$ cat src/rtl/uart_tx_fifo.sv
`timescale 1ns/1ps
// -----------------------------------------------------------------------------
// uart_tx_fifo
//   UART serial transmitter with a small show-ahead FIFO on the host side.
//   Frame: start(0), DATA_BITS data bits LSB first, optional parity bit,
//   STOP_BITS stop bits(1). Every bit lasts exactly CLKS_PER_BIT clocks.
//
// Ports
//   clk         system clock
//   rst_n       asynchronous active-low reset
//   data_in     word to transmit
//   data_valid  data_in is valid; written when data_valid && data_ready
//   data_ready  FIFO not full (decoded from the registered count)
//   tx          serial line, idle high, registered
//   busy        a frame is in progress (FSM not in IDLE)
//   fifo_count  number of words currently queued
// -----------------------------------------------------------------------------
module uart_tx_fifo #(
    parameter int CLKS_PER_BIT = 10416,
    parameter int DATA_BITS    = 8,
    parameter int PARITY       = 0,
    parameter int STOP_BITS    = 1,
    parameter int FIFO_DEPTH   = 4
) (
    input  logic                          clk,
    input  logic                          rst_n,
    input  logic [DATA_BITS-1:0]          data_in,
    input  logic                          data_valid,
    output logic                          data_ready,
    output logic                          tx,
    output logic                          busy,
    output logic [$clog2(FIFO_DEPTH):0]   fifo_count
);
    localparam int AW = $clog2(FIFO_DEPTH);
    localparam int CW = AW + 1;
    localparam int BW = $clog2(CLKS_PER_BIT);
    localparam int NW = 4;

    localparam logic [BW-1:0] BAUD_LAST = BW'(CLKS_PER_BIT - 1);
    localparam logic [NW-1:0] DATA_LAST = NW'(DATA_BITS - 1);
    localparam logic [NW-1:0] STOP_LAST = NW'(STOP_BITS - 1);
    localparam logic [CW-1:0] FULL_CNT  = CW'(FIFO_DEPTH);

    typedef enum logic [2:0] {
        S_IDLE,
        S_START,
        S_DATA,
        S_PARITY,
        S_STOP
    } state_t;

    // ------------------------------------------------------------------ FIFO
    logic [DATA_BITS-1:0] r_mem [FIFO_DEPTH];
    logic [AW-1:0]        r_wr_ptr;
    logic [AW-1:0]        r_rd_ptr;
    logic [CW-1:0]        r_count;

    logic                 w_push;
    logic                 w_pop;
    logic                 w_not_empty;
    logic [DATA_BITS-1:0] w_head;

    assign data_ready  = (r_count != FULL_CNT);
    assign fifo_count  = r_count;
    assign w_push      = data_valid && data_ready;
    assign w_not_empty = (r_count != '0);
    // Show-ahead: the head word is always visible, so the FSM can load and
    // pop it in the same cycle.
    assign w_head      = r_mem[r_rd_ptr];

    always_ff @(posedge clk) begin
        if (w_push) begin
            r_mem[r_wr_ptr] <= data_in;
        end
    end

    always_ff @(posedge clk or negedge rst_n) begin
        if (!rst_n) begin
            r_wr_ptr <= '0;
            r_rd_ptr <= '0;
            r_count  <= '0;
        end else begin
            if (w_push) begin
                r_wr_ptr <= r_wr_ptr + AW'(1);
            end
            if (w_pop) begin
                r_rd_ptr <= r_rd_ptr + AW'(1);
            end
            case ({w_push, w_pop})
                2'b10:   r_count <= r_count + CW'(1);
                2'b01:   r_count <= r_count - CW'(1);
                default: r_count <= r_count;
            endcase
        end
    end

    // ------------------------------------------------------------------- FSM
    state_t               r_state;
    logic [BW-1:0]        r_baud;
    logic [NW-1:0]        r_bit_cnt;
    logic [DATA_BITS-1:0] r_shift;
    logic                 r_parity;
    logic                 r_tx;

    state_t               w_state_next;
    logic [BW-1:0]        w_baud_next;
    logic [NW-1:0]        w_bit_cnt_next;
    logic [DATA_BITS-1:0] w_shift_next;
    logic                 w_parity_next;
    logic                 w_tx_next;
    logic                 w_tick;

    assign w_tick = (r_baud == BAUD_LAST);

    // State register
    always_ff @(posedge clk or negedge rst_n) begin
        if (!rst_n) begin
            r_state   <= S_IDLE;
            r_baud    <= '0;
            r_bit_cnt <= '0;
            r_shift   <= '0;
            r_parity  <= 1'b0;
            r_tx      <= 1'b1;
        end else begin
            r_state   <= w_state_next;
            r_baud    <= w_baud_next;
            r_bit_cnt <= w_bit_cnt_next;
            r_shift   <= w_shift_next;
            r_parity  <= w_parity_next;
            r_tx      <= w_tx_next;
        end
    end

    // Next-state logic
    always_comb begin
        w_state_next   = r_state;
        w_baud_next    = w_tick ? '0 : r_baud + BW'(1);
        w_bit_cnt_next = r_bit_cnt;
        w_shift_next   = r_shift;
        w_parity_next  = r_parity;
        w_pop          = 1'b0;
        case (r_state)
            S_IDLE: begin
                w_baud_next = '0;
                if (w_not_empty) begin
                    w_pop          = 1'b1;
                    w_shift_next   = w_head;
                    w_parity_next  = 1'b0;
                    w_bit_cnt_next = '0;
                    w_state_next   = S_START;
                end
            end
            S_START: begin
                if (w_tick) begin
                    w_bit_cnt_next = '0;
                    w_state_next   = S_DATA;
                end
            end
            S_DATA: begin
                if (w_tick) begin
                    w_parity_next = r_parity ^ r_shift[0];
                    w_shift_next  = r_shift >> 1;
                    if (r_bit_cnt == DATA_LAST) begin
                        w_bit_cnt_next = '0;
                        w_state_next   = (PARITY != 0) ? S_PARITY : S_STOP;
                    end else begin
                        w_bit_cnt_next = r_bit_cnt + NW'(1);
                    end
                end
            end
            S_PARITY: begin
                if (w_tick) begin
                    w_bit_cnt_next = '0;
                    w_state_next   = S_STOP;
                end
            end
            S_STOP: begin
                if (w_tick) begin
                    if (r_bit_cnt == STOP_LAST) begin
                        // Chain straight into the next frame when words wait,
                        // so back-to-back frames have no idle gap.
                        w_bit_cnt_next = '0;
                        if (w_not_empty) begin
                            w_pop         = 1'b1;
                            w_shift_next  = w_head;
                            w_parity_next = 1'b0;
                            w_state_next  = S_START;
                        end else begin
                            w_state_next  = S_IDLE;
                        end
                    end else begin
                        w_bit_cnt_next = r_bit_cnt + NW'(1);
                    end
                end
            end
            default: begin
                w_state_next = S_IDLE;
            end
        endcase
    end

    // Output logic: tx is registered, so it is decoded from the next state
    // and lines up exactly with the state it belongs to.
    always_comb begin
        w_tx_next = 1'b1;
        case (w_state_next)
            S_START:  w_tx_next = 1'b0;
            S_DATA:   w_tx_next = w_shift_next[0];
            S_PARITY: w_tx_next = (PARITY == 1) ? ~w_parity_next : w_parity_next;
            default:  w_tx_next = 1'b1;
        endcase
    end

    assign tx   = r_tx;
    assign busy = (r_state != S_IDLE);

endmodule

$ cat config.mk
export PLATFORM = sky130hd
export DESIGN_NAME = uart_tx_fifo
export DESIGN_NICKNAME = d
export VERILOG_FILES = /design/src/rtl/uart_tx_fifo.sv
export SDC_FILE = /design/constraint.sdc
export NUM_CORES = 1
export LEC_CHECK = 0
export BUFFER_PORTS_ARGS = -buffer_cell sky130_fd_sc_hd__buf_2
export CAP_MARGIN = 10
export CORE_MARGIN = 2
export CORE_UTILIZATION = 45
export DETAILED_ROUTE_END_ITERATION = 8
export GPL_TIMING_DRIVEN = 1
export PLACE_DENSITY_LB_ADDON = 0.25
export SLEW_MARGIN = 20
export SYNTH_ARGS = -nofsm -noshare
export SYNTH_HDL_FRONTEND = slang
export SYNTH_SLANG_ARGS = --single-unit
$ cat constraint.sdc
create_clock -name clk -period 2.8 [get_ports clk]
set_clock_uncertainty 0.15 [all_clocks]
set_input_delay 0.42 -clock clk [delete_from_list [all_inputs] [get_ports clk]]
set_output_delay 0.42 -clock clk [all_outputs]
set_load 0.01 [all_outputs]
==> results of run 1 <==
-- per-layer routing --
layer / vias up / part of all wire (%)
li1: 987 / -
met5: - / 0
met2: 37 / 47
met4: 0 / 1.2
met3: 8 / 3.9
met1: 991 / 48
-- placed cells by master (no fill, tap or decap), drive strengths merged, types with 2 or more instances in the layout --
cell,instances
o21ai,11
or2,2
o22ai,2
or3b,2
or3,4
and3,8
nor2b,6
or2b,2
mux4,8
nor3b,2
o221ai,2
ha,8
mux2i,5
dfrtp,37
and2,3
buf,22
and2b,2
a221o,4
inv,18
nand3,4
o21a,2
a211oi,2
nor2,19
nand2,12
nand4,5
nor3,5
nor4,2
xnor2,6
a21oi,9
xor2,10
edfxtp,32
clkbuf,12
a32o,2
o211ai,3
-- worst max-delay path: stages, from the launching register on --
cell	delay [ns]
dfrtp_1	0.44
or4b_4	0.58
or4_4	0.65
o21ai_4	0.24
o211ai_4	0.12
a221o_1	0.38
-- cell families (layout without fill, tap and decap cells) --
group,Yosys count,after routing,synth area share (%)
AO/OA/AOI/OAI,41,41,9.46
XOR/XNOR,16,16,4.15
flip-flops,70,70,56.7
adder cells (fa/ha/maj),9,9,3.56
multiplexers,14,14,7.86
AND/OR/NAND/NOR,80,80,14.0
buffers and inverters,27,55,4.27
-- synthesized netlist by cell type, drive strengths merged (7+ instances only) --
cell    number  area share, %
o21ai       11            2.1
ha           8            3.0
and3         8            1.5
nor2        19            2.2
dfrtp       37             27
a21oi        9            1.4
xor2        10            2.6
mux4         8            5.7
buf          7            1.7
edfxtp      32             28
nand2       12            1.3
inv         17            1.9
-- path summary, 6_finish.rpt --
check / depth (start not counted) / slack [ns] / to
setup / recovery: 5 / 0.12 / r_shift[3]
hold / removal: 1 / 0.02 / r_baud[6]
setup reg to reg: 5 / 0.12 / r_shift[3]
hold reg to reg: 1 / 0.34 / r_baud[0]
max in group asynchronous: 1 / 1.94 / r_bit_cnt[1]
min in group clk: 1 / 0.14 / r_mem[2][7]
-- stage by stage --
stage | std cells | util (%) | hold slack [ns]
2_1_floorplan | 257 | - | -0.0256
3_3_place_gp | 368 | 49.1 | 0.333
5_1_grt | 384 | 52.2 | 0.0907
3_5_place_dp | 368 | 49.1 | 0.335
4_1_cts | 384 | 52.2 | 0.0493
6_report | 384 | 52.2 | 0.0221
-- final cells by class --
type / count / area [um2] / area share (%)
sequential: 70 / 1910 / 50.6
multi-input combinational: 160 / 1340 / 35.4
clock buffer: 12 / 166 / 4.40
timing repair buffer: 22 / 125 / 3.31
tap: 99 / 124 / 3.27
inverter: 17 / 63.8 / 1.69
clock inverter: 4 / 52.6 / 1.39
-- state kept, by name, indices dropped and copies added (netlist names) --
name	count
tx	1
fifo_count	3
r_bit_cnt	4
r_rd_ptr	2
r_baud	14
r_mem	32
r_parity	1
r_state	3
r_shift	8
r_wr_ptr	2
-- power breakdown --
group | internal (mW) | total, mW | switching (mW)
Combinational | 0.138 | 0.330 | 0.193
Clock | 0.492 | 0.874 | 0.382
Sequential | 1.22 | 1.27 | 0.0575
==> flow_summary.html, run 1 <==
<table>
<tr><th>Metric</th><th>Value</th></tr>
<tr><th colspan="2">Outcome</th></tr>
<tr><td>Outcome</td><td>complete, no violations</td></tr>
<tr><th colspan="2">Logic synthesis</th></tr>
<tr><td>Share of flip-flops with an asynchronous set or reset</td><td>roughly 54%</td></tr>
<tr><td>Cell variety after synth</td><td>59</td></tr>
<tr><td>Register bit total from synthesis</td><td>70</td></tr>
<tr><td>Yosys Warn Count</td><td>0</td></tr>
<tr><td>Synth Instances</td><td>257</td></tr>
<tr><td>Sequential cell area fraction in the yosys report</td><td>56.7%</td></tr>
<tr><td>Netlist area before placement</td><td>3370 um2</td></tr>
<tr><td>Most used DFF post-synth</td><td>dfrtp_1</td></tr>
<tr><td>Nets in the synthesized netlist</td><td>277</td></tr>
<tr><td>Average footprint of a synthesized cell</td><td>13.1 um2</td></tr>
<tr><td>Count of flip-flops with a built-in enable after synthesis</td><td>32</td></tr>
<tr><th colspan="2">Placement</th></tr>
<tr><td>Post-place setup slack</td><td>0.113 ns</td></tr>
<tr><td>Placed wire-length estimate after detailed placement</td><td>3860 um</td></tr>
<tr><td>Weighted congestion at the end of routability-driven global placement</td><td>0.858</td></tr>
<tr><td>Instance area after placement</td><td>3560 um2</td></tr>
<tr><td>PortBufs</td><td>16</td></tr>
<tr><th colspan="2">Clocking</th></tr>
<tr><td>Number of CTS-inserted buffers</td><td>9</td></tr>
<tr><td>Insertion delay of the later-clocked pin in the worst-skew pair</td><td>0.35 ns</td></tr>
<tr><td>Maximum buffer depth of the clock tree</td><td>2</td></tr>
<tr><td>Cts-stage hold buffer count</td><td>0</td></tr>
<tr><td>Post_cts resized</td><td>0</td></tr>
<tr><td>Clock root buffer</td><td>clkbuf_8</td></tr>
<tr><td>Clock-pin slew on the worst setup and hold paths</td><td>0.08 ns</td></tr>
<tr><td>Num Clock Sinks</td><td>70</td></tr>
<tr><td>CTS tree</td><td>done</td></tr>
<tr><td>Htree depth</td><td>3</td></tr>
<tr><td>Setup Buffers After CTS</td><td>0</td></tr>
<tr><th colspan="2">Power and ir drop</th></tr>
<tr><td>Tot Pwr</td><td>between 2 and 2.5 mW</td></tr>
<tr><td>Lkg Pwr</td><td>between 1.5 and 2 nW</td></tr>
<tr><td>Power density cells</td><td>655 nW/um2</td></tr>
<tr><td>IR Drop Worst-Case VDD</td><td>roughly 0.00045 V</td></tr>
<tr><th colspan="2">Floorplan</th></tr>
<tr><td>Starting Density</td><td>46.5%</td></tr>
<tr><td>DIE HEIGHT</td><td>90.6 um</td></tr>
<tr><td>Overall die area</td><td>between 8000 and 9000 um2</td></tr>
<tr><td>Std cell rows</td><td>31</td></tr>
<tr><td>X dimension of the die</td><td>90.6 um</td></tr>
<tr><td>Core outline area</td><td>around 7300 um2</td></tr>
<tr><td>Total I/O pin count</td><td>17</td></tr>
<tr><th colspan="2">Critical path</th></tr>
<tr><td>Worst EP arrival</td><td>2.75 ns</td></tr>
<tr><td>Data required time at the worst endpoint</td><td>between 2 and 3 ns</td></tr>
<tr><td>Highest net fanout along the worst path</td><td>11</td></tr>
<tr><td>Launching point of the worst reg2reg path</td><td>r_baud[9]</td></tr>
<tr><td>Critical path origin</td><td>r_baud[9]</td></tr>
<tr><td>Worst Setup Start Kind</td><td>register</td></tr>
<tr><td>Classification of the worst setup path</td><td>register to register</td></tr>
<tr><td>Category of the worst setup path capture point</td><td>register</td></tr>
<tr><th colspan="2">Final layout</th></tr>
<tr><td>Layout Area Growth over Synthesis</td><td>12.2%</td></tr>
<tr><td>N_diodes</td><td>0</td></tr>
<tr><td>Fill cells</td><td>635</td></tr>
<tr><td>Finished Cell Area</td><td>3780 um2</td></tr>
<tr><td>Net count, final</td><td>300</td></tr>
<tr><td>Share of final-layout standard cells stronger than drive strength 1</td><td>22.8%</td></tr>
<tr><th colspan="2">Global routing</th></tr>
<tr><td>Global-route track usage on met1</td><td>between 10% and 20%</td></tr>
<tr><td>Vias in the first global route</td><td>2015</td></tr>
<tr><td>Remaining global-route overflow</td><td>0</td></tr>
<tr><td>GRT met3 Usage</td><td>4.51%</td></tr>
<tr><td>Gr busiest metal</td><td>met2</td></tr>
<tr><td>Global-route wire length before repair</td><td>9630 um</td></tr>
<tr><td>Met2 track demand over resource in global routing</td><td>roughly a quarter</td></tr>
<tr><td>Maximum number of pins on one net before global-route repair</td><td>39</td></tr>
<tr><td>Antenna violations before repair</td><td>0</td></tr>
<tr><td>GRT Overall Usage</td><td>~15%</td></tr>
<tr><th colspan="2">Timing</th></tr>
<tr><td>Transition time at the pin with the least slew margin</td><td>0.850 ns</td></tr>
<tr><td>Slew Viols, Final</td><td>0</td></tr>
<tr><td>Number of hold-slack violations in the final timing report</td><td>0</td></tr>
<tr><td>Final total negative setup slack</td><td>0 ns</td></tr>
<tr><td>Post-layout min period</td><td>2.68 ns</td></tr>
<tr><td>Setup Viol. Count Final</td><td>0</td></tr>
<tr><td>Fraction of the cycle the final worst path needs</td><td>95.8%</td></tr>
<tr><td>Setup ws final</td><td>0.118 ns</td></tr>
<tr><td>Max-slew headroom</td><td>a little over two fifths</td></tr>
<tr><td>Highest Clock Rate</td><td>around 0.37 GHz</td></tr>
<tr><td>Setup repair after global routing missed its margin</td><td>no</td></tr>
<tr><th colspan="2">Routing</th></tr>
<tr><td>Detailed Routing Iterations Pass 1</td><td>5</td></tr>
<tr><td>Initial drt markers</td><td>82</td></tr>
<tr><td>Routed Wire Length</td><td>5670 um</td></tr>
<tr><td>Remaining design rule violation count</td><td>0</td></tr>
<tr><td>Vias/cell</td><td>5.27</td></tr>
<tr><td>Routed wirelength normalized by instance count</td><td>between 10 and 15 um</td></tr>
<tr><td>Vias after detailed routing</td><td>2023</td></tr>
<tr><td>Count of nets left with antenna violations after detail routing</td><td>0</td></tr>
<tr><th colspan="2">Min path</th></tr>
<tr><td>Classification of the worst-slack hold path</td><td>primary input to async pin</td></tr>
<tr><th colspan="2">Flow run</th></tr>
<tr><td>Max-cap violations</td><td>0</td></tr>
</table>
No activity file was read; power rests on OpenSTA's default activity.
==> inputs of run 2 (changes only) <==
--- a/config.mk
+++ b/config.mk
@@ -5,7 +5,7 @@
 export SDC_FILE = /design/constraint.sdc
 export NUM_CORES = 1
 export LEC_CHECK = 0
-export BUFFER_PORTS_ARGS = -buffer_cell sky130_fd_sc_hd__buf_2
+export BUFFER_PORTS_ARGS = -buffer_cell sky130_fd_sc_hd__buf_4
 export CAP_MARGIN = 10
 export CORE_MARGIN = 2
 export CORE_UTILIZATION = 45
==> run 2 against run 1 <==
  * Power hardly changed
  * Sequential share of layout area is 0.68 points lower
  * Sequential cell count stayed put
  * Critical path type unchanged
  * Largest cell class unchanged
==> flow_summary.html, run 2 (synthesized netlist as in run 1, its figures left out) <==
<table>
<tr><th>Metric</th><th>Value</th></tr>
<tr><th colspan="2">Critical path</th></tr>
<tr><td>CP max stage delay</td><td>0.57 ns (was 0.65 ns)</td></tr>
<tr><td>Cell family with most CP delay</td><td>simple AND/OR/NAND/NOR gates (unchanged)</td></tr>
<tr><td>Critical-path cell list</td><td>or4b_4, nor4_4, a21oi_2, inv_2, ha_4, inv_2, fa_2, xor2_1, nor2_1, xor2_1 (was or4b_4, or4_4, o21ai_4, o211ai_4, a221o_1)</td></tr>
<tr><td>Length in cells of the worst reg-to-reg path</td><td>10 (was 5)</td></tr>
<tr><td>Category of the worst setup path capture point</td><td>register (unchanged)</td></tr>
<tr><td>Data required time at the worst endpoint</td><td>2.91 ns (was 2.87 ns)</td></tr>
<tr><td>Reg-to-reg setup timing slack</td><td>0.18 ns (was 0.12 ns)</td></tr>
<tr><td>Classification of the worst setup path</td><td>register to register (unchanged)</td></tr>
<tr><td>Critical path buffers and inverters</td><td>2 (was 0)</td></tr>
<tr><td>Count of cell instances traversed by the critical path</td><td>10 (was 5)</td></tr>
<tr><td>Highest net fanout along the worst path</td><td>6 (was 11)</td></tr>
<tr><td>Slowest cell on the critical path</td><td>or4b_4 (was or4_4)</td></tr>
<tr><td>Worst EP arrival</td><td>2.73 ns (was 2.75 ns)</td></tr>
<tr><td>Worst Setup Start Kind</td><td>register (unchanged)</td></tr>
<tr><th colspan="2">Flow run</th></tr>
<tr><td>Max-cap violations</td><td>0 (unchanged)</td></tr>
<tr><th colspan="2">Clocking</th></tr>
<tr><td>Number of CTS-inserted buffers</td><td>9 (unchanged)</td></tr>
<tr><td>Num Clock Sinks</td><td>70 (unchanged)</td></tr>
<tr><td>Post_cts resized</td><td>0 (unchanged)</td></tr>
<tr><td>Htree depth</td><td>3 (unchanged)</td></tr>
<tr><td>Clock-pin slew on the worst setup and hold paths</td><td>0.07 ns (was 0.08 ns)</td></tr>
<tr><td>Insertion delay of the later-clocked pin in the worst-skew pair</td><td>0.34 ns (was 0.35 ns)</td></tr>
<tr><td>Maximum buffer depth of the clock tree</td><td>2 (unchanged)</td></tr>
<tr><td>CTS tree</td><td>done (unchanged)</td></tr>
<tr><td>Clock root buffer</td><td>clkbuf_8 (unchanged)</td></tr>
<tr><th colspan="2">Floorplan</th></tr>
<tr><td>Core outline area</td><td>7250 um2 (unchanged)</td></tr>
<tr><td>Std cell rows</td><td>31 (unchanged)</td></tr>
<tr><td>X dimension of the die</td><td>90.6 um (unchanged)</td></tr>
<tr><td>Overall die area</td><td>8200 um2 (unchanged)</td></tr>
<tr><td>DIE HEIGHT</td><td>90.6 um (unchanged)</td></tr>
<tr><td>Total I/O pin count</td><td>17 (unchanged)</td></tr>
<tr><td>Starting Density</td><td>46.5% (unchanged)</td></tr>
<tr><th colspan="2">Final layout</th></tr>
<tr><td>Layout Area Growth over Synthesis</td><td>13.7% (was 12.2%)</td></tr>
<tr><td>Area taken by multi-input logic gates</td><td>1340 um2 (unchanged)</td></tr>
<tr><td>Share of final-layout standard cells stronger than drive strength 1</td><td>22.6% (was 22.8%)</td></tr>
<tr><td>Core occupancy in the finished layout</td><td>52.9% (was 52.2%)</td></tr>
<tr><td>Footprint of the flip-flops and latches</td><td>1910 um2 (unchanged)</td></tr>
<tr><td>Most common library cell in the layout ignoring fill and taps</td><td>dfrtp_1 (unchanged)</td></tr>
<tr><td>Commonest cells after routing, fill and taps aside</td><td>37 x dfrtp_1, 32 x edfxtp_1, 24 x buf_4 (was 37 x dfrtp_1, 32 x edfxtp_1, 18 x nor2_1)</td></tr>
<tr><td>Max FFs per register</td><td>32 (unchanged)</td></tr>
<tr><td>Post-Layout Cell Count</td><td>387 (was 384)</td></tr>
<tr><td>Fill cells</td><td>632 (was 635)</td></tr>
<tr><td>Largest Register</td><td>r_mem (unchanged)</td></tr>
<tr><td>Net count, final</td><td>303 (was 300)</td></tr>
<tr><td>Largest registers</td><td>r_mem (32), r_baud (14), r_shift (8) (unchanged)</td></tr>
<tr><td>N_diodes</td><td>0 (unchanged)</td></tr>
<tr><th colspan="2">Timing</th></tr>
<tr><td>Setup Viol. Count Final</td><td>0 (unchanged)</td></tr>
<tr><td>Worst Hold Margin</td><td>0.135 ns (was 0.0221 ns)</td></tr>
<tr><td>Post-layout min period</td><td>2.62 ns (was 2.68 ns)</td></tr>
<tr><td>Max-slew headroom</td><td>54.6% (was 43.3%)</td></tr>
<tr><td>Final total negative setup slack</td><td>0 ns (unchanged)</td></tr>
<tr><td>Number of hold-slack violations in the final timing report</td><td>0 (unchanged)</td></tr>
<tr><td>Setup repair after global routing missed its margin</td><td>no (unchanged)</td></tr>
<tr><td>Transition time at the pin with the least slew margin</td><td>0.680 ns (was 0.850 ns)</td></tr>
<tr><td>Highest Clock Rate</td><td>0.382 GHz (was 0.373 GHz)</td></tr>
<tr><td>Slew Viols, Final</td><td>0 (unchanged)</td></tr>
<tr><td>Fraction of the cycle the final worst path needs</td><td>93.6% (was 95.8%)</td></tr>
<tr><th colspan="2">Placement</th></tr>
<tr><td>Weighted congestion at the end of routability-driven global placement</td><td>0.869 (was 0.858)</td></tr>
<tr><td>Cell total after placement</td><td>368 (unchanged)</td></tr>
<tr><td>PortBufs</td><td>16 (unchanged)</td></tr>
<tr><td>Placed wire-length estimate after detailed placement</td><td>3820 um (was 3860 um)</td></tr>
<tr><th colspan="2">Power and ir drop</th></tr>
<tr><td>Reg power frac</td><td>51.4% (about the same)</td></tr>
<tr><td>Share of total power in the clock network</td><td>34.3% (was 35.3%)</td></tr>
<tr><td>Internal power consumption</td><td>1.87 mW (was 1.85 mW)</td></tr>
<tr><td>Lkg Pwr</td><td>1.63 nW (was 1.61 nW)</td></tr>
<tr><td>Tot Pwr</td><td>2.48 mW (about the same)</td></tr>
<tr><td>IR Drop Worst-Case VDD</td><td>0.000396 V (was 0.000451 V)</td></tr>
<tr><td>Power density cells</td><td>646 nW/um2 (was 655 nW/um2)</td></tr>
<tr><td>Gate power share</td><td>14.3% (was 13.3%)</td></tr>
<tr><td>NetSw</td><td>0.607 mW (was 0.632 mW)</td></tr>
<tr><td>Fraction of power spent switching nets</td><td>24.5% (was 25.5%)</td></tr>
<tr><th colspan="2">Routing</th></tr>
<tr><td>Initial drt markers</td><td>108 (was 82)</td></tr>
<tr><td>Vias after detailed routing</td><td>2007 (was 2023)</td></tr>
<tr><td>Routed Wire Length</td><td>5530 um (was 5670 um)</td></tr>
<tr><td>Routed wirelength normalized by instance count</td><td>14.3 um (was 14.8 um)</td></tr>
<tr><td>Count of nets left with antenna violations after detail routing</td><td>0 (unchanged)</td></tr>
<tr><td>Detailed Routing Iterations Pass 1</td><td>4 (was 5)</td></tr>
<tr><td>Remaining design rule violation count</td><td>0 (unchanged)</td></tr>
<tr><td>Vias/cell</td><td>5.19 (was 5.27)</td></tr>
<tr><th colspan="2">Global routing</th></tr>
<tr><td>Maximum number of pins on one net before global-route repair</td><td>39 (unchanged)</td></tr>
<tr><td>Global-route wire length before repair</td><td>9560 um (was 9630 um)</td></tr>
<tr><td>GRT Overall Usage</td><td>14.7% (was 14.9%)</td></tr>
<tr><td>Remaining global-route overflow</td><td>0 (unchanged)</td></tr>
<tr><td>Antenna violations before repair</td><td>0 (unchanged)</td></tr>
<tr><td>Vias in the first global route</td><td>2047 (was 2015)</td></tr>
<tr><th colspan="2">Min path</th></tr>
<tr><td>Hold Path Stages</td><td>1</td></tr>
<tr><td>Classification of the worst-slack hold path</td><td>primary input to register (was primary input to async pin)</td></tr>
<tr><th colspan="2">Outcome</th></tr>
<tr><td>Outcome</td><td>complete, no violations (unchanged)</td></tr>
</table>
==> run 2: layer usage <==
layer	GRT usage, %	share of wire (%)
met5	0	0
met4	5.38	1.2
met3	4.84	3.7
met2	23.3	48
met1	18.9	47
==> run 2: final timing paths <==
| kind | start | to |
|---|---|---|
| hold reg to reg | r_baud[0] | r_baud[0] |
| setup reg to reg | r_baud[9] | fifo_count[2] |
| max in group asynchronous | rst_n | tx |
| setup / recovery | r_baud[9] | fifo_count[2] |
| hold / removal | data_in[7] | r_mem[3][7] |
| min in group asynchronous | rst_n | r_baud[6] |
==> run 2: area by class of cell <==
| cell class | count | share of cell area, % |
|---|---|---|
| sequential | 70 | 49.9 |
| multi-input combinational | 160 | 34.9 |
| timing repair buffer | 25 | 4.96 |
| clock buffer | 11 | 3.43 |
| tap | 99 | 3.23 |
| clock inverter | 5 | 1.92 |
| inverter | 17 | 1.66 |
==> run 2: worst reg2reg max path: stages (launching register included) <==
cell and delay, ns:
dfrtp_1 0.43, or4b_4 0.57, nor4_4 0.23, a21oi_2 0.13
inv_2 0.08, ha_4 0.13, inv_2 0.04, fa_2 0.34
xor2_1 0.15, nor2_1 0.13, xor2_1 0.16
==> run 2: what timing repair did <==
action	CTS	global route
buffers inserted	0	2
endpoints found under the setup margin	0	2
hold buffers	1	0
endpoints found under the hold margin	37	0
==> run 2: through the flow <==
stage | area, um2 | setup slack [ns]
floorplan | 3400 | 0.0152
global placement | 3600 | 0.171
detailed placement | 3600 | 0.113
CTS | 3820 | 0.106
global route | 3830 | 0.0209
finish | 3830 | 0.179
==> run 2: power groups by stage <==
stage | logic (mW) | registers [mW] | clock network, mW
finish | 0.354 | 1.27 | 0.850
global placement | 0.349 | 1.29 | 0
floorplan | 0.213 | 1.29 | 0
CTS | 0.362 | 1.27 | 0.871
detailed placement | 0.362 | 1.29 | 0
global route | 0.393 | 1.29 | 0.916
==> inputs of run 3 (changes only) <==
==> constraint.sdc (replaced) <==
create_clock -name clk -period 2.8 [get_ports clk]
set_clock_uncertainty 0.15 [all_clocks]
set_input_delay 0.56 -clock clk [delete_from_list [all_inputs] [get_ports clk]]
set_output_delay 0.56 -clock clk [all_outputs]
set_load 0.01 [all_outputs]
==> run 3 against run 2 <==
  * Clock power about the same
  * Critical endpoint unchanged
  * Via count up 0.20%
  * Wire length about the same
  * Non-clock buffer count down 1
  * First-iteration DRC count up 2.8%
  * Clock-buffer cell count unchanged
  * Sequential power about the same
  * Largest power group unchanged
  * Design area down 0.26%
  * Setup slack worse by 0.0010 ns
==> flow_summary.html, run 3 (synthesized netlist as in run 1, its figures left out) <==
<table>
<tr><th>Metric</th><th>Value</th></tr>
<tr><th colspan="2">Outcome</th></tr>
<tr><td>Outcome</td><td>complete, no violations (unchanged)</td></tr>
<tr><th colspan="2">Timing</th></tr>
<tr><td>Setup repair after global routing missed its margin</td><td>no (unchanged)</td></tr>
<tr><td>Highest Clock Rate</td><td>0.381 GHz (was 0.382 GHz)</td></tr>
<tr><td>Slew Viols, Final</td><td>0 (unchanged)</td></tr>
<tr><td>Transition time at the pin with the least slew margin</td><td>0.680 ns (about the same)</td></tr>
<tr><td>Max-slew headroom</td><td>54.6% (about the same)</td></tr>
<tr><td>Setup Viol. Count Final</td><td>0 (unchanged)</td></tr>
<tr><td>Fraction of the cycle the final worst path needs</td><td>93.6% (about the same)</td></tr>
<tr><td>Setup ws final</td><td>0.178 ns (was 0.179 ns)</td></tr>
<tr><td>Number of hold-slack violations in the final timing report</td><td>0 (unchanged)</td></tr>
<tr><td>Worst Hold Margin</td><td>0.0241 ns (was 0.135 ns)</td></tr>
<tr><td>Final total negative setup slack</td><td>0 ns (unchanged)</td></tr>
<tr><td>Post-layout min period</td><td>2.62 ns (about the same)</td></tr>
<tr><th colspan="2">Final layout</th></tr>
<tr><td>Net count, final</td><td>302 (was 303)</td></tr>
<tr><td>Share of final-layout standard cells stronger than drive strength 1</td><td>22.6% (about the same)</td></tr>
<tr><td>Core occupancy in the finished layout</td><td>52.7% (was 52.9%)</td></tr>
<tr><td>Post-Layout Cell Count</td><td>386 (was 387)</td></tr>
<tr><td>Most common library cell in the layout ignoring fill and taps</td><td>dfrtp_1 (unchanged)</td></tr>
<tr><td>Commonest cells after routing, fill and taps aside</td><td>37 x dfrtp_1, 32 x edfxtp_1, 24 x buf_4 (unchanged)</td></tr>
<tr><td>Largest Register</td><td>r_mem (unchanged)</td></tr>
<tr><td>Max FFs per register</td><td>32 (unchanged)</td></tr>
<tr><td>Finished Cell Area</td><td>3820 um2 (was 3830 um2)</td></tr>
<tr><td>Largest registers</td><td>r_mem (32), r_baud (14), r_shift (8) (unchanged)</td></tr>
<tr><td>N_diodes</td><td>0 (unchanged)</td></tr>
<tr><td>Layout Area Growth over Synthesis</td><td>13.4% (was 13.7%)</td></tr>
<tr><th colspan="2">Min path</th></tr>
<tr><td>Classification of the worst-slack hold path</td><td>primary input to async pin (was primary input to register)</td></tr>
<tr><th colspan="2">Power and ir drop</th></tr>
<tr><td>Tot Pwr</td><td>2.48 mW (about the same)</td></tr>
<tr><td>Lkg Pwr</td><td>1.63 nW (about the same)</td></tr>
<tr><td>IR Drop Worst-Case VDD</td><td>0.000396 V (about the same)</td></tr>
<tr><td>Power density cells</td><td>647 nW/um2 (was 646 nW/um2)</td></tr>
<tr><th colspan="2">Critical path</th></tr>
<tr><td>Critical path buffers and inverters</td><td>2 (unchanged)</td></tr>
<tr><td>Data required time at the worst endpoint</td><td>2.91 ns (about the same)</td></tr>
<tr><td>Reg-to-reg setup timing slack</td><td>0.18 ns (about the same)</td></tr>
<tr><td>Worst reg2reg path endpoint</td><td>fifo_count[2] (unchanged)</td></tr>
<tr><td>CP max stage delay</td><td>0.57 ns (about the same)</td></tr>
<tr><td>Worst Setup Start Kind</td><td>register (unchanged)</td></tr>
<tr><td>Length in cells of the worst reg-to-reg path</td><td>10 (unchanged)</td></tr>
<tr><td>Launching point of the worst reg2reg path</td><td>r_baud[9] (unchanged)</td></tr>
<tr><td>Cell family with most CP delay</td><td>simple AND/OR/NAND/NOR gates (unchanged)</td></tr>
<tr><td>Category of the worst setup path capture point</td><td>register (unchanged)</td></tr>
<tr><td>Highest net fanout along the worst path</td><td>6 (unchanged)</td></tr>
<tr><td>Worst EP arrival</td><td>2.73 ns (about the same)</td></tr>
<tr><td>Classification of the worst setup path</td><td>register to register (unchanged)</td></tr>
<tr><td>Slowest cell on the critical path</td><td>or4b_4 (unchanged)</td></tr>
<tr><td>Critical-path cell list</td><td>or4b_4, nor4_4, a21oi_2, inv_2, ha_4, inv_2, fa_2, xor2_1, nor2_1, xor2_1 (unchanged)</td></tr>
<tr><th colspan="2">Clocking</th></tr>
<tr><td>Clock root buffer</td><td>clkbuf_8 (unchanged)</td></tr>
<tr><td>Number of CTS-inserted buffers</td><td>9 (unchanged)</td></tr>
<tr><td>Clock-pin slew on the worst setup and hold paths</td><td>0.08 ns (was 0.07 ns)</td></tr>
<tr><td>Htree depth</td><td>3 (unchanged)</td></tr>
<tr><td>CTS tree</td><td>done (unchanged)</td></tr>
<tr><td>Post_cts resized</td><td>0 (unchanged)</td></tr>
<tr><td>Setup Buffers After CTS</td><td>0 (unchanged)</td></tr>
<tr><td>Insertion delay of the later-clocked pin in the worst-skew pair</td><td>0.34 ns (about the same)</td></tr>
<tr><td>Num Clock Sinks</td><td>70 (unchanged)</td></tr>
<tr><td>Cts-stage hold buffer count</td><td>0 (was 1)</td></tr>
<tr><td>Maximum buffer depth of the clock tree</td><td>2 (unchanged)</td></tr>
<tr><th colspan="2">Routing</th></tr>
<tr><td>Vias/cell</td><td>5.21 (was 5.19)</td></tr>
<tr><td>Routed wirelength normalized by instance count</td><td>14.3 um (about the same)</td></tr>
<tr><td>Detailed Routing Iterations Pass 1</td><td>4 (unchanged)</td></tr>
<tr><td>Initial drt markers</td><td>111 (was 108)</td></tr>
<tr><td>Vias after detailed routing</td><td>2011 (was 2007)</td></tr>
<tr><td>Remaining design rule violation count</td><td>0 (unchanged)</td></tr>
<tr><td>Routed Wire Length</td><td>5530 um (about the same)</td></tr>
<tr><td>Count of nets left with antenna violations after detail routing</td><td>0 (unchanged)</td></tr>
<tr><th colspan="2">Global routing</th></tr>
<tr><td>Antenna violations before repair</td><td>0 (unchanged)</td></tr>
<tr><td>Remaining global-route overflow</td><td>0 (unchanged)</td></tr>
<tr><td>Vias in the first global route</td><td>2047 (unchanged)</td></tr>
<tr><td>GRT Overall Usage</td><td>14.7% (unchanged)</td></tr>
<tr><td>Maximum number of pins on one net before global-route repair</td><td>39 (unchanged)</td></tr>
<tr><td>Global-route wire length before repair</td><td>9560 um (unchanged)</td></tr>
<tr><th colspan="2">Floorplan</th></tr>
<tr><td>Overall die area</td><td>8200 um2 (unchanged)</td></tr>
<tr><td>Starting Density</td><td>46.5% (unchanged)</td></tr>
<tr><td>X dimension of the die</td><td>90.6 um (unchanged)</td></tr>
<tr><td>Core outline area</td><td>7250 um2 (unchanged)</td></tr>
<tr><td>DIE HEIGHT</td><td>90.6 um (unchanged)</td></tr>
<tr><td>Total I/O pin count</td><td>17 (unchanged)</td></tr>
<tr><td>Std cell rows</td><td>31 (unchanged)</td></tr>
<tr><th colspan="2">Placement</th></tr>
<tr><td>Post-place setup slack</td><td>0.113 ns (unchanged)</td></tr>
<tr><td>Cell total after placement</td><td>368 (unchanged)</td></tr>
<tr><td>Weighted congestion at the end of routability-driven global placement</td><td>0.869 (unchanged)</td></tr>
<tr><td>Instance area after placement</td><td>3600 um2 (unchanged)</td></tr>
<tr><td>Placed wire-length estimate after detailed placement</td><td>3820 um (unchanged)</td></tr>
<tr><td>PortBufs</td><td>16 (unchanged)</td></tr>
<tr><th colspan="2">Flow run</th></tr>
<tr><td>Max-cap violations</td><td>0 (unchanged)</td></tr>
</table>
-- run 3: cell count changes in the layout (fill, tap and decap cells not counted), sizes merged --
| cell | previous run | this run |
|---|---|---|
| dlygate4sd3 | 1 | 0 |
-- run 3: worst max-delay path by stage --
stage | from | to | slack [ns] | depth (start not counted)
after detailed placement | r_baud[9] | r_shift[3] | 0.11 | 5
final | r_baud[9] | fifo_count[2] | 0.18 | 10
after global routing | r_bit_cnt[0] | fifo_count[2] | 0.02 | 12
after CTS | r_baud[9] | r_shift[4] | 0.11 | 5
after floorplan | r_baud[9] | fifo_count[2] | 0.02 | 11
after global placement | r_baud[9] | r_shift[5] | 0.17 | 5
-- run 3: power by group --
group | switching [mW] | leakage, nW | internal [mW]
combinational | 0.197 | 0.753 | 0.156
sequential | 0.0562 | 0.771 | 1.22
clock | 0.354 | 0.105 | 0.496
-- run 3: routing by layer --
layer  share of wire [%]  wire (um)  vias up  GRT usage, %
met2                  49       2690       34          23.3
li1                    -          -      991             -
met4                 1.2         68        0          5.38
met1                  46       2570      978          18.9
met5                   0          0        -             0
met3                 3.7        206        8          4.84
-- run 3: worst register-to-register path, delay by kind of cell, from the launching register on --
kind,cells,cell delay (ns)
and+or+nand+nor,3,0.93
adders and majority gates,2,0.47
DFF,1,0.43
xor gates and xnor gates,2,0.31
AOI/OAI and AO/OA,1,0.13
buffers and inverters,2,0.12
-- run 3: final cells by class --
class	instances	area [um2]
repair buffers	24	180
inverters	17	63.8
fillers	636	3430
flip-flops and latches	70	1910
well taps	99	124
clock buffers	11	131
multi-input cells	160	1340
clock inverters	5	73.8
